$ cat src/rtl/btn_pkg.sv
// btn_pkg: shared constants and helpers for the button conditioning slice.
package btn_pkg;
    localparam int DEFAULT_SYNC_STAGES = 2;
    function automatic int debounce_cnt_wid(input int cycles);
        return $clog2(cycles + 1);
    endfunction
    function automatic int up_idx(input int k);
        return 2 * k + 1;
    endfunction
    function automatic int down_idx(input int k);
        return 2 * k;
    endfunction
endpackage

$ cat src/rtl/btn_debounce.sv
// btn_debounce: single-channel synchroniser, debounce counter, level and edge pulses.
module btn_debounce
    import btn_pkg::*;
#(
    parameter int SYNC_STAGES     = DEFAULT_SYNC_STAGES,
    parameter int DEBOUNCE_CYCLES = 125000
) (
    input  logic CLK,
    input  logic rst_n,
    input  logic raw,
    output logic level,
    output logic level_nxt,
    output logic rise,
    output logic fall
);
    localparam int CW = debounce_cnt_wid(DEBOUNCE_CYCLES);
    localparam logic [CW-1:0] LAST = CW'(DEBOUNCE_CYCLES - 1);
    logic [SYNC_STAGES-1:0] sync;
    logic [CW-1:0] cnt, cnt_nxt;
    logic s, hit;
    assign s = sync[SYNC_STAGES-1];
    always_comb begin
        hit = (s != level) && (cnt == LAST);
        level_nxt = hit ? s : level;
        cnt_nxt = (s == level || hit) ? '0 : cnt + CW'(1);
    end
    always_ff @(posedge CLK) begin
        if (!rst_n) begin
            sync <= '0;
            cnt <= '0;
            level <= 1'b0;
            rise <= 1'b0;
            fall <= 1'b0;
        end else begin
            sync <= {sync[SYNC_STAGES-2:0], raw};
            cnt <= cnt_nxt;
            level <= level_nxt;
            rise <= hit & s;
            fall <= hit & ~s;
        end
    end
endmodule

$ cat src/rtl/btn_conditioner.sv
// btn_conditioner: N-channel button conditioner with per-frame snapshot,
// sticky presses and up/down pair exclusion.
module btn_conditioner
    import btn_pkg::*;
#(
    parameter int NUM_BTNS          = 4,
    parameter bit BUTTON_LOW_ACTIVE = 1'b1,
    parameter int SYNC_STAGES       = DEFAULT_SYNC_STAGES,
    parameter int DEBOUNCE_CYCLES   = 125000,
    parameter bit PRESS_STICKY      = 1'b1,
    parameter bit PAIR_EXCLUSIVE    = 1'b1
) (
    input  logic                CLK,
    input  logic                rst_n,
    input  logic [NUM_BTNS-1:0] btns,
    input  logic                frame_tick,
    output logic [NUM_BTNS-1:0] level,
    output logic [NUM_BTNS-1:0] rise,
    output logic [NUM_BTNS-1:0] fall,
    output logic [NUM_BTNS-1:0] frame_btns
);
    logic [NUM_BTNS-1:0] norm, level_nxt, acc, raw, snap;
    assign norm = BUTTON_LOW_ACTIVE ? ~btns : btns;
    for (genvar i = 0; i < NUM_BTNS; i++) begin : g_ch
        btn_debounce #(
            .SYNC_STAGES    (SYNC_STAGES),
            .DEBOUNCE_CYCLES(DEBOUNCE_CYCLES)
        ) u_deb (
            .CLK      (CLK),
            .rst_n    (rst_n),
            .raw      (norm[i]),
            .level    (level[i]),
            .level_nxt(level_nxt[i]),
            .rise     (rise[i]),
            .fall     (fall[i])
        );
    end
    // A rise visible on the tick cycle lands in this snapshot via the OR with rise.
    always_comb begin
        raw = level_nxt | (PRESS_STICKY ? (acc | rise) : '0);
        snap = raw;
        if (PAIR_EXCLUSIVE)
            for (int k = 0; k < NUM_BTNS / 2; k++)
                if (raw[up_idx(k)] & raw[down_idx(k)]) begin
                    snap[up_idx(k)] = 1'b0;
                    snap[down_idx(k)] = 1'b0;
                end
    end
    always_ff @(posedge CLK) begin
        if (!rst_n) begin
            acc <= '0;
            frame_btns <= '0;
        end else begin
            acc <= frame_tick ? '0 : (acc | rise);
            if (frame_tick) frame_btns <= snap;
        end
    end
endmodule

$ cat config.mk
export PLATFORM = sky130hd
export DESIGN_NAME = btn_conditioner
export DESIGN_NICKNAME = d
export VERILOG_FILES = /design/src/rtl/btn_pkg.sv /design/src/rtl/btn_debounce.sv /design/src/rtl/btn_conditioner.sv
export SDC_FILE = /design/constraint.sdc
export NUM_CORES = 1
export LEC_CHECK = 0
export CAP_MARGIN = 30
export CORE_ASPECT_RATIO = 1.1
export CORE_UTILIZATION = 32
export CTS_BUF_LIST = sky130_fd_sc_hd__clkbuf_4 sky130_fd_sc_hd__clkbuf_8
export DETAILED_ROUTE_END_ITERATION = 8
export GPL_ROUTABILITY_DRIVEN = 0
export GPL_TIMING_DRIVEN = 1
export SLEW_MARGIN = 20
export SYNTH_ARGS = -nofsm -noshare
export SYNTH_HDL_FRONTEND = slang
export SYNTH_SLANG_ARGS = --single-unit
$ cat constraint.sdc
create_clock -name CLK -period 1.8 [get_ports CLK]
set_input_delay 0.18 -clock CLK [delete_from_list [all_inputs] [get_ports CLK]]
set_output_delay 0.18 -clock CLK [all_outputs]
set_load 0.02 [all_outputs]
==> reports/qor.yml <==
status: "finished, final reports clean"
maxCapViolCount: 0
criticalPathCategory: "flip-flop to flip-flop"
initial_core_util_pct: 33.2
die_w_um: 109
r2r.worst_path.cells: 6
place_area_sq_um: 4440
hold_class: "primary input to flip-flop"
hold_end: "g_ch[1].u_deb.sync[0]"
gr-total-overflow: 0
synth_nets: 449
drtIter0Drc: 132
routed_wl_mm: 7.35
critPathLaunchType: "flip-flop"
numPortBuffers: 22
fin_area_sq_um: 4730
ys_top_cells_by_area: "dfxtp_1, nor2_1, xor2_1, xnor2_1, nand3_1"
cts_tree: "built"
grt_antenna_before_repair: 0
synthFlopType: "dfxtp_1"
max_stage_delay_ns: 0.35
hold_depth: 2
synth.distinct_cells: 39
num_rows: 42
die_area_sq_um: 13000
crit_path_top_delay_cell: "nor4_4"
num-fill-cells: 1196
ant_nets: 0
synthCells: 438
netlist_area_sq_um: 4030
power.density_nw_per_um2: 795
stdcell_count: 628
r2r_slack_ns: 0.04
period_share_pct: 97.7
via_per_inst: 4.71
grt_setup_unrepaired: "yes"
relSlewSlack_pct: 66.9
drt_pass1_iterations: 4
hold_viol_final: 0
grt_max_degree: 20
wire_per_inst_um: 11.7
p_leak_uw: 0.00162
numCtsBuffers: 9
fmax_mhz: 568
post-route-min-period_ns: 1.76
synthTopCellsByCount: "dfxtp_1, nor2_1, xor2_1, nand2_1, xnor2_1"
setup_viol: 0
timing.rr.end: "g_ch[1].u_deb.level"
syn_to_final_growth_pct: 17.5
avgSynthCellArea_sq_um: 9.19
yosysMostFrequentCell: "dfxtp_1"
dp_hpwl_mm: 5.21
grt_util_all_layers_pct: 12.5
clkTransAtPathRegs_ns: 0.09
multiInputGateArea_sq_um: 1980
die_h_um: 120
critical_path_arrival_ns: 2.02
worst_slew_pin_slew_ns: 0.494
nets: 480
min_from: "btns[1]"
critPathRequiredTime_ns: 2.06
layout-drive-gt1-share_pct: 11.0
cts_max_level: 3
yosys.area.top_type: "dfxtp_1"
ioPinCount: 23
crit_path_cell_trace: "nor4b_2, nand3_1, nor4_4, buf_4, mux2i_1, and2b_1"
seq_area_frac_synth_pct: 47.7
power_uw: 3760
grt_pass1_vias: 2861
ys_async_sr_fraction_pct: 0
irDropWorstVdd_v: 0.000372
core_sq_um: 12100
yosys_warnings: 0
clock_latency_ns: 0.35
ctsRootBufferMaster: "clkbuf_8"
end_kind: "flip-flop"
hold_buffers: 0
num_vias: 2960
worstPathMaxFanout: 3
drc: 0
fin_skew_ns: 0.00820
seqCellArea_sq_um: 1920
grt_pass1_wl_mm: 12.9
placedCellCount: 610
antennaDiodeCount: 0
tns_ns: 0
ys_ff_latch: 96
r2r_start: "g_ch[1].u_deb.cnt[5]"
clkSinkCount: 96
synth-edff-count: 0
cts_max_path_buffers: 2
synth_top_area_share_pct: 47.7
finalMaxSlewViolations: 0
[per-stage QoR]
step	setup WS, ns	hold slack, ns	utilization, %
finish	0.0408	0.367	39.0
global route	-0.0268	0.340	39.0
CTS	-0.0944	0.346	38.6
detailed placement	-0.107	0.420	36.6
global placement	-0.0113	0.415	36.6
floorplan	0.0639	0.252	-
[worst max path at each step]
stage                                      from                   to
after global placement     g_ch[1].u_deb.cnt[7]        frame_btns[1]
after floorplan            g_ch[1].u_deb.cnt[7]        frame_btns[1]
after global routing       g_ch[1].u_deb.cnt[5]  g_ch[1].u_deb.level
after detailed placement   g_ch[1].u_deb.cnt[7]        frame_btns[1]
after CTS                 g_ch[1].u_deb.cnt[12]        frame_btns[1]
final                      g_ch[1].u_deb.cnt[5]  g_ch[1].u_deb.level
[repair_timing]
item | 4_1_cts | 5_1_grt
buffers inserted | 1 | 1
setup endpoints to repair | 1 | 22
pin swaps | 1 | 3
resized for setup | 2 | 9
[registers in the layout (all words and copies together) (netlist names)]
register / count
acc: 4
g_ch.u_deb.fall: 4
g_ch.u_deb.cnt: 68
g_ch.u_deb.rise: 4
g_ch.u_deb.level: 4
frame_btns: 4
g_ch.u_deb.sync: 8
[worst max-delay path, delay by kind of cell, from the launching register on]
kind / cells / cell delay (ns)
simple gates: 4 / 0.95
flops: 1 / 0.33
mux: 1 / 0.20
buf+inv: 1 / 0.19
[layout make-up]
class                           count  area share, %
Multi-Input combinational cell    315           41.9
Tap cell                          154           4.07
Timing Repair Buffer               40           8.04
Clock inverter                      3           1.37
Sequential cell                    96           40.6
Clock buffer                       13           3.38
Inverter                            7          0.555
[cell families after synthesis]
group	synth area share, %
DFF	47.7
AOI/OAI and AO/OA	0.870
buffers and inverters	4.29
adders and majority gates	1.24
muxes	1.55
xor gates and xnor gates	13.9
and+or+nand+nor	30.4
[layout by cell type (no fill, tap or decap), types with 3 or more instances in the layout]
cell / count
xor2_1: 40
nor2_1: 95
and3_1: 7
nor2b_1: 8
dfxtp_1: 95
clkbuf_8: 10
clkbuf_4: 3
and4_1: 11
xnor2_1: 24
clkdlybuf4s50_1: 22
nand2_1: 30
nor4bb_1: 3
nand4_1: 16
mux2i_1: 4
nand3_1: 23
nor4b_1: 5
ha_1: 3
nand3b_1: 3
and2_1: 5
inv_1: 7
nor3_1: 12
buf_4: 16
[layer usage]
| layer | track usage (%) | wire length [um] | vias up |
|---|---|---|---|
| li1 | - | - | 1527 |
| met1 | 16.0 | 3590 | 1396 |
| met2 | 20.0 | 3460 | 30 |
| met3 | 2.99 | 203 | 7 |
| met4 | 5.07 | 95 | 0 |
| met5 | 0 | 0 | - |
[power breakdown]
part	total (uW)	internal, uW	switching, uW
clock	1560	867	691
sequential	2140	2130	7.43
combinational	65.8	31.5	34.3
Note: power is estimated with default switching activity, not from simulation.
